## src/rtl/pwm_bank.sv

```systemverilog
// Bank of PWM channels sharing one period counter. Each channel holds a
// double-buffered config that swaps into the active set at the period wrap.

module pwm_chan #(
    parameter int WIDTH     = 6,
    parameter int DIV_WIDTH = 10
) (
    input  logic                 clk,
    input  logic                 rst,
    input  logic                 en_i,
    input  logic                 wrap_i,
    input  logic [WIDTH-1:0]     cnt_i,
    input  logic                 wr_i,
    input  logic [1:0]           mode_i,
    input  logic [WIDTH-1:0]     duty_i,
    input  logic [DIV_WIDTH-1:0] div_i,
    output logic                 pend_o,
    output logic                 pwm_o
);
    localparam logic [1:0]       M_OFF     = 2'b00;
    localparam logic [1:0]       M_STATIC  = 2'b01;
    localparam logic [1:0]       M_BREATHE = 2'b10;
    localparam logic [1:0]       M_FULL    = 2'b11;
    localparam logic [WIDTH-1:0] LVL_MAX   = '1;
    localparam logic [WIDTH-1:0] LVL_ONE   = WIDTH'(1);
    localparam logic [WIDTH-1:0] LVL_TOP   = LVL_MAX - LVL_ONE;

    logic [1:0]           mode_q, sh_mode_q;
    logic [WIDTH-1:0]     duty_q, sh_duty_q;
    logic [DIV_WIDTH-1:0] div_q, sh_div_q;
    logic                 pend_q;
    logic [WIDTH-1:0]     ramp_q, ramp_d;
    logic                 up_q, up_d;
    logic [DIV_WIDTH-1:0] tick_q, tick_d;
    logic [WIDTH-1:0]     level;
    logic                 pwm_q, pwm_d;
    logic                 enter_breathe;

    // Only a transition into breathe restarts the ramp; breathe->breathe keeps phase.
    assign enter_breathe = pend_q && (sh_mode_q == M_BREATHE) && (mode_q != M_BREATHE);

    always_comb begin
        ramp_d = ramp_q;
        up_d   = up_q;
        tick_d = tick_q;
        if (wrap_i) begin
            if (enter_breathe) begin
                ramp_d = LVL_ONE;
                up_d   = 1'b1;
                tick_d = '0;
            end else if (mode_q == M_BREATHE) begin
                if (tick_q == div_q) begin
                    tick_d = '0;
                    if (up_q) begin
                        ramp_d = ramp_q + LVL_ONE;
                        if (ramp_d == LVL_TOP) up_d = 1'b0;
                    end else begin
                        ramp_d = ramp_q - LVL_ONE;
                        if (ramp_d == LVL_ONE) up_d = 1'b1;
                    end
                end else begin
                    tick_d = tick_q + DIV_WIDTH'(1);
                end
            end
        end
    end

    always_comb begin
        case (mode_q)
            M_STATIC:  level = duty_q;
            M_BREATHE: level = ramp_q;
            M_FULL:    level = LVL_MAX;
            default:   level = '0;
        endcase
        // Max level is held high across the whole period, including counter == max.
        pwm_d = en_i && (mode_q != M_OFF) && ((level > cnt_i) || (level == LVL_MAX));
    end

    always_ff @(posedge clk) begin
        if (rst) begin
            mode_q    <= M_OFF;
            duty_q    <= '0;
            div_q     <= '0;
            sh_mode_q <= M_OFF;
            sh_duty_q <= '0;
            sh_div_q  <= '0;
            pend_q    <= 1'b0;
            ramp_q    <= LVL_ONE;
            up_q      <= 1'b1;
            tick_q    <= '0;
            pwm_q     <= 1'b0;
        end else begin
            if (wrap_i && pend_q) begin
                mode_q <= sh_mode_q;
                duty_q <= sh_duty_q;
                div_q  <= sh_div_q;
                pend_q <= 1'b0;
            end
            // wr_i is only raised while pend_q is clear, so it never races the load.
            if (wr_i) begin
                sh_mode_q <= mode_i;
                sh_duty_q <= duty_i;
                sh_div_q  <= div_i;
                pend_q    <= 1'b1;
            end
            ramp_q <= ramp_d;
            up_q   <= up_d;
            tick_q <= tick_d;
            pwm_q  <= pwm_d;
        end
    end

    assign pend_o = pend_q;
    assign pwm_o  = pwm_q;
endmodule

module pwm_bank #(
    parameter int WIDTH     = 6,
    parameter int CHANNELS  = 4,
    parameter int DIV_WIDTH = 10
) (
    input  logic                                            clk,
    input  logic                                            rst,
    input  logic                                            en,
    input  logic                                            cfg_valid,
    output logic                                            cfg_ready,
    input  logic [((CHANNELS > 1) ? $clog2(CHANNELS) : 1)-1:0] cfg_chan,
    input  logic [1:0]                                      cfg_mode,
    input  logic [WIDTH-1:0]                                cfg_duty,
    input  logic [DIV_WIDTH-1:0]                            cfg_step_div,
    output logic [CHANNELS-1:0]                             pwm_out,
    output logic                                            period_start
);
    localparam int CW = (CHANNELS > 1) ? $clog2(CHANNELS) : 1;

    logic [WIDTH-1:0]    cnt_q;
    logic                ps_q;
    logic                wrap;
    logic                accept;
    logic [CHANNELS-1:0] wr;
    logic [CHANNELS-1:0] pend;
    logic [(2**CW)-1:0]  pend_ext;

    assign wrap = en && (cnt_q == '1);

    // Unpopulated channel slots read as not-pending, so writes to them are taken and dropped.
    always_comb begin
        pend_ext                 = '0;
        pend_ext[CHANNELS-1:0]   = pend;
    end

    assign cfg_ready = !pend_ext[cfg_chan];
    assign accept    = cfg_valid && cfg_ready;

    for (genvar i = 0; i < CHANNELS; i++) begin : g_chan
        assign wr[i] = accept && (cfg_chan == CW'(i));

        pwm_chan #(
            .WIDTH     (WIDTH),
            .DIV_WIDTH (DIV_WIDTH)
        ) u_chan (
            .clk    (clk),
            .rst    (rst),
            .en_i   (en),
            .wrap_i (wrap),
            .cnt_i  (cnt_q),
            .wr_i   (wr[i]),
            .mode_i (cfg_mode),
            .duty_i (cfg_duty),
            .div_i  (cfg_step_div),
            .pend_o (pend[i]),
            .pwm_o  (pwm_out[i])
        );
    end

    always_ff @(posedge clk) begin
        if (rst) begin
            cnt_q <= '0;
            ps_q  <= 1'b0;
        end else begin
            if (en) cnt_q <= cnt_q + WIDTH'(1);
            ps_q <= en && (cnt_q == '0);
        end
    end

    assign period_start = ps_q;
endmodule

```

## config.mk

```make
export PLATFORM = sky130hd
export DESIGN_NAME = pwm_bank
export DESIGN_NICKNAME = d
export VERILOG_FILES = /design/src/rtl/pwm_bank.sv
export SDC_FILE = /design/constraint.sdc
export NUM_CORES = 1
export LEC_CHECK = 0
export ABC_AREA = 1
export BUFFER_PORTS_ARGS = -buffer_cell sky130_fd_sc_hd__buf_2
export CORE_ASPECT_RATIO = 0.7
export CORE_UTILIZATION = 50
export CTS_BUF_LIST = sky130_fd_sc_hd__clkbuf_8 sky130_fd_sc_hd__clkbuf_16
export DETAILED_ROUTE_END_ITERATION = 10
export GPL_TIMING_DRIVEN = 0
export PLACE_DENSITY = 0.66
export SKIP_LAST_GASP = 1
export SLEW_MARGIN = 15
export SYNTH_ARGS = -nofsm -noshare
export SYNTH_HDL_FRONTEND = slang
export SYNTH_SLANG_ARGS = --single-unit
```

## constraint.sdc

```tcl
create_clock -name clk -period 3.55 [get_ports clk]
set_input_delay 0.355 -clock clk [delete_from_list [all_inputs] [get_ports clk]]
set_output_delay 0.355 -clock clk [all_outputs]
set_load 0.005 [all_outputs]
```

==> key figures, run 1 <==
Yosys
  – Synth area leader: dfxtp_1
  – Top_reg_cell synth: dfxtp_1
  – Yosys Warn Count: 0
  – Commonest cells in the netlist: 388 x nand2_1, 245 x inv_1, 227 x dfxtp_1
  – Synthesized flop and latch total: 227
  – Synth top area share: 0.375
  – Post-Syn Area: 0.0121 mm2
  – Count leader, synth: nand2_1
  – Number of synthesized flops with an enable pin: 0
  – FFs w/ async S/R, synth: 0
  – Synth Instances: 1,784
  – Synth unique cells: 47
  – Top post-synthesis cells by area: dfxtp_1 38%, nand2_1 12%, a21oi_1 8.9%
  – Mean post-synth cell area: slightly below 7 um2
  – Post-Syn Nets: 1,854
  – Sequential share of the synthesized area: 0.375

Route
  – Residual DRC: 0
  – Total Wirelength: 33,100 um
  – DRT antenna net count: 0
  – DR vias: 11,500
  – WL per Instance: 15.2 um
  – Drt first pass iters: 5
  – Vias per cell: 5.28
  – DRT iter0 DRCs: 860

Setup path
  – CP max FO: 10
  – Critical path's slowest cell: dfxtp_1
  – Worst path max stage delay: ~700 ps
  – Setup crit end kind: flip-flop
  – CP Buf/Inv Count: 3
  – CP Class: flip-flop to flip-flop
  – Arrival time at the worst endpoint: 2870 ps
  – Crit path launch type: flip-flop
  – Required time worst endpoint: 3960 ps
  – Delay-heaviest family, CP: flip-flops
  – Worst path cell trace: ha_1, nand3_2, nor2_4, nand2_4, clkinv_4, buf_8, nand2_2, clkbuf_2, o21ai_0, a21oi_1

Clock network
  – Reg clk slew, reported paths: 60 ps
  – Post-CTS Setup Bufs: 0
  – Hold Buf Count CTS: 0
  – Cts bufs inserted: 24
  – TritonCTS clock tree: yes
  – Post-cts resize count: 0
  – Clock Path Buffers: 3
  – Clock root cell: clkbuf_16
  – Clock Sinks: 227
  – Worst skew pair latency: 520 ps
  – H-tree levels: 1

STA
  – FMAX: 406 MHz
  – Setup TNS: 0 ps
  – Max_slew headroom: 0.265
  – Worst slew pin tran: between 1000 and 1500 ps
  – Final Setup Violations: 0
  – Final period util: 0.693
  – Fin. Hold Viols: 0
  – Fin. max-slew vios: 0
  – Min Tclk post-route: roughly 2500 ps
  – Skew final: 7.00 ps
  – RSZ-0062 raised after global routing: false

Floorplanning
  – DIE WIDTH: 188 um
  – Die area: between 0.02 and 0.025 mm2
  – Starting Density: 0.511
  – Core Area: ~0.024 mm2
  – Die Y: 132 um
  – I/O pin count: 30
  – Std-Cell Rows: 47

Global routing
  – Vias in the first global route: approximately 10,000
  – First-pass GRT wire length: 53,600 um
  – Initial antenna violation count: 0
  – Total congestion overflow: 0
  – All-Layer GR Usage: 0.267
  – Largest net degree at the start of global routing: 14

Status
  – Status: completed

Placement
  – IO Port Bufs: 29
  – GP Congestion: between 0.9 and 1
  – Detailed Place HPWL: 24,500 um

Power and ir drop
  – Worst IR Drop VDD: 373 uV
  – P per Cell Area: 411 mW/mm2
  – Leakage power total: about 5.8 nW

Cells and area
  – Share of layout cells above drive strength 1: 0.0852
  – Layout Nets: 1,909
  – Area of the multi-input gates: 0.00619 mm2
  – Ant diodes: 0
  – Filler instances: 2,261
  – Layout area overhead: 11.3%
  – FF+latch area: 0.00454 mm2
  – Core Util, Final: 0.568

Job
  – MaxCap Viol Count: 0

Worst hold path
  – Worst hold path class: input port to flip-flop
layer usage:
layer,track usage,wire [um]
met1,0.407,16700
met2,0.399,13600
met3,0.0354,2240
met4,0.0537,582
met5,0,0
placed cells by master (no fill, tap or decap), types with 3 or more instances in the layout:
cell / n
bufinv_16: 3
nand4_4: 3
clkbuf_16: 25
buf_4: 15
a21oi_1: 215
clkbuf_2: 3
xor2_1: 22
nand2_4: 4
nor2_1: 157
buf_2: 50
clkbuf_1: 32
inv_1: 248
a211oi_2: 4
buf_6: 3
nor3_1: 13
ha_1: 46
dfxtp_1: 227
nand2_1: 388
xnor2_1: 12
nand2_2: 8
o21ai_1: 50
clkbuf_8: 4
clkinv_2: 7
nand4_1: 19
nand3_1: 132
or2_2: 3
o21ai_0: 124
inv_2: 6
per-stage QoR:
step,hold WS (ps),worst slack (ps),std cells,total power [mW],instance area [um2]
2_1_floorplan,420,1850,1784,2.83,12100
3_3_place_gp,431,1120,2131,2.95,12700
3_5_place_dp,434,1070,2131,2.96,12700
4_1_cts,139,1040,2173,5.57,13500
5_1_grt,156,953,2173,5.72,13500
6_report,162,1090,2173,5.54,13500
final timing paths:
| kind | start | to | slack [ps] | depth (start not counted) |
|---|---|---|---|---|
| max | cnt_q[0]$_SDFFE_PP0P_ | g_chan[1].u_chan.div_q[0]$_SDFFE_PP0P_ | 1090 | 10 |
| min | en | period_start$_SDFF_PP0_ | 160 | 3 |
| max reg2reg | cnt_q[0]$_SDFFE_PP0P_ | g_chan[1].u_chan.div_q[0]$_SDFFE_PP0P_ | 1090 | 10 |
| min reg2reg | g_chan[0].u_chan.sh_div_q[3]$_SDFFE_PP0P_ | g_chan[0].u_chan.sh_div_q[3]$_SDFFE_PP0P_ | 440 | 2 |
power breakdown:
part	switching, mW	internal, mW
Clock	1.06	1.57
Combinational	0.202	0.0831
Sequential	0.0275	2.59
tightest hold or removal path, cell delays in order:
cell and delay, ps:
buf_2 130, nand4_1 100, nor4_1 50
state kept, by name, summed over array words and instances, names as in the netlist:
signal / count
g_chan.u_chan.duty_q: 24
period_start: 1
cnt_q: 6
g_chan.u_chan.pwm_o: 4
g_chan.u_chan.tick_q: 40
g_chan.u_chan.pend_o: 4
g_chan.u_chan.sh_div_q: 40
g_chan.u_chan.up_q: 4
g_chan.u_chan.sh_duty_q: 24
g_chan.u_chan.ramp_q: 24
g_chan.u_chan.div_q: 40
g_chan.u_chan.mode_q: 8
g_chan.u_chan.sh_mode_q: 8
cells by family (layout without fill, tap and decap cells):
group           after synthesis  count (layout)  synth area share
compound gates              407             407             0.176
xor+xnor                     34              34            0.0246
fa+ha+maj                    46              46            0.0475
buf+inv                     331             402             0.113
flops                       227             227             0.375
simple gates                739             739             0.264
final cells by class:
class | instances | share of cell area
Buffer | 77 | 0.0304
Tap cell | 318 | 0.0295
Sequential cell | 227 | 0.337
Timing Repair Buffer | 29 | 0.0108
Multi-Input combinational cell | 1226 | 0.460
Clock buffer | 29 | 0.0505
Inverter | 254 | 0.0714
Clock inverter | 13 | 0.0103
(Power assumes the default switching activity.)
==> inputs of run 2 (changes only) <==
Clock period 3.55 ns to 2.49 ns, I/O delays scaled along.
==> key figures, run 2 (same netlist as run 1, synthesis figures left out) <==
STA
  – Max_slew headroom: 0.265
  – Worst slew pin tran: ~1100 ps
  – Hold slack: 56.2 ps
  – Final period util: 0.899
  – Fin. max-slew vios: 0
  – FMAX: 447 MHz
  – Final Setup Violations: 0
  – PnR worst setup slack: 251 ps
  – Setup TNS: 0 ps
  – Min Tclk post-route: between 2000 and 2500 ps
  – Fin. Hold Viols: 0
  – Skew final: roughly 7.0 ps
  – RSZ-0062 raised after global routing: false

Setup path
  – Critical path's slowest cell: dfxtp_2
  – Setup crit end kind: flip-flop
  – Required time worst endpoint: ~2900 ps
  – Arrival time at the worst endpoint: approximately 2600 ps
  – CP Class: flip-flop to flip-flop
  – Worst path max stage delay: 530 ps
  – Crit path launch type: flip-flop
  – CP max FO: 10
  – Worst path cell trace: ha_1, nand3_2, nor2_4, nand2_4, clkinv_4, buf_8, nand2_2, clkbuf_2, o21ai_0, a21oi_1
  – Delay-heaviest family, CP: flip-flops
  – CP Buf/Inv Count: 3

Placement
  – GP Congestion: 0.932
  – Pre-CTS WS: 12.6 ps
  – Detailed Place HPWL: 24,500 um
  – Placed cells: 2,131
  – IO Port Bufs: 29

Global routing
  – Largest net degree at the start of global routing: 14
  – First-pass GRT wire length: 53,600 um
  – Vias in the first global route: 10,400
  – All-Layer GR Usage: 0.267
  – M2 GR Usage: 0.399
  – Busiest grt layer: met1
  – Total congestion overflow: 0
  – Met3 GRT Util: 0.0354
  – M1 GR Usage: 0.407
  – Initial antenna violation count: 0

Cells and area
  – Share of layout cells above drive strength 1: 0.0857
  – Biggest regs: g_chan.u_chan.div_q (40), g_chan.u_chan.sh_div_q (40), g_chan.u_chan.tick_q (40)
  – Layout Cells excl Fill: between 2,000 and 2,500
  – Commonest non-fill, non-tap cell in the layout: nand2_1
  – Layout area overhead: 11.3%
  – Core Util, Final: 0.568
  – Layout Nets: 1,909
  – Ant diodes: 0
  – Most frequent cells in the layout: 388 x nand2_1, 248 x inv_1, 226 x dfxtp_1
  – Filler instances: 2,262

Clock network
  – Clock Path Buffers: 3
  – H-tree levels: 1
  – Clock root cell: clkbuf_16
  – Cts bufs inserted: 24
  – Worst skew pair latency: around 520 ps
  – Post-CTS Setup Bufs: 0
  – Reg clk slew, reported paths: 60 ps
  – TritonCTS clock tree: yes
  – Post-cts resize count: 1
  – Clock Sinks: 227
  – Hold Buf Count CTS: 0

Power and ir drop
  – Part of the power in the clock network: 0.475
  – Sequential share of power: 0.473
  – P per Cell Area: 586 mW/mm2
  – Worst IR Drop VDD: approximately 530 uV
  – Sw frac: 0.233
  – P_sw: approximately 1.8 mW
  – Gate power share: 0.052
  – Pint: 6.05 mW
  – Leakage power total: 5.81 nW

Floorplanning
  – DIE WIDTH: 188 um
  – Core Area: between 0.02 and 0.025 mm2
  – Std-Cell Rows: 47
  – Starting Density: 0.511
  – Die area: 0.0249 mm2
  – I/O pin count: 30
  – Die Y: 132 um

Route
  – Residual DRC: 0
  – Total Wirelength: 33,100 um
  – DRT antenna net count: 0
  – DRT iter0 DRCs: 860
  – DR vias: 11,500
  – WL per Instance: 15.2 um
  – Vias per cell: 5.28
  – Drt first pass iters: 5

Status
  – Status: completed

Job
  – MaxCap Viol Count: 0

Worst hold path
  – Worst hold path class: input port to flip-flop
==> run 2: per-stage QoR <==
stage / cell area, um2 / power (mW)
after floorplan: 12100 / 4.04
after global placement: 12700 / 4.20
after detailed placement: 12700 / 4.21
after CTS: 13500 / 7.95
after global routing: 13500 / 8.15
final: 13500 / 7.89
==> run 2: layout make-up <==
type	count	area [um2]	area share
multi-input combinational	1226	6190	0.460
sequential	227	4550	0.337
inverter	254	962	0.0714
clock buffer	29	681	0.0505
buffer	77	409	0.0304
tap	318	398	0.0295
timing repair buffer	29	145	0.0108
clock inverter	13	139	0.0103
==> run 2: path summary, 6_finish.rpt <==
kind | from | to | slack [ps] | cells after the start
max | cnt_q[0]$_SDFFE_PP0P_ | g_chan[1].u_chan.div_q[0]$_SDFFE_PP0P_ | 250 | 10
min | en | period_start$_SDFF_PP0_ | 60 | 3
max reg2reg | cnt_q[0]$_SDFFE_PP0P_ | g_chan[1].u_chan.div_q[0]$_SDFFE_PP0P_ | 250 | 10
min reg2reg | g_chan[0].u_chan.sh_div_q[3]$_SDFFE_PP0P_ | g_chan[0].u_chan.sh_div_q[3]$_SDFFE_PP0P_ | 440 | 2
==> run 2: power groups by stage <==
| stage | Combinational, mW | Clock, mW | Sequential, mW |
|---|---|---|---|
| 2_1_floorplan | 0.238 | 0 | 3.80 |
| 3_3_place_gp | 0.390 | 0 | 3.81 |
| 3_5_place_dp | 0.399 | 0 | 3.81 |
| 4_1_cts | 0.402 | 3.81 | 3.73 |
| 5_1_grt | 0.447 | 3.97 | 3.74 |
| 6_report | 0.407 | 3.75 | 3.73 |
==> run 2: worst reg2reg max path, cell delays in order, from the launching register on <==
cell,delay (ps)
dfxtp_2,530
ha_1,250
nand3_2,120
nor2_4,140
nand2_4,180
clkinv_4,160
buf_8,170
nand2_2,90
clkbuf_2,170
o21ai_0,260
a21oi_1,60
==> run 2: routing by layer <==
layer | up-vias | routed length, um
li1 | 5854 | -
met1 | 5266 | 16700
met2 | 310 | 13600
met3 | 43 | 2240
met4 | 0 | 582
met5 | - | 0
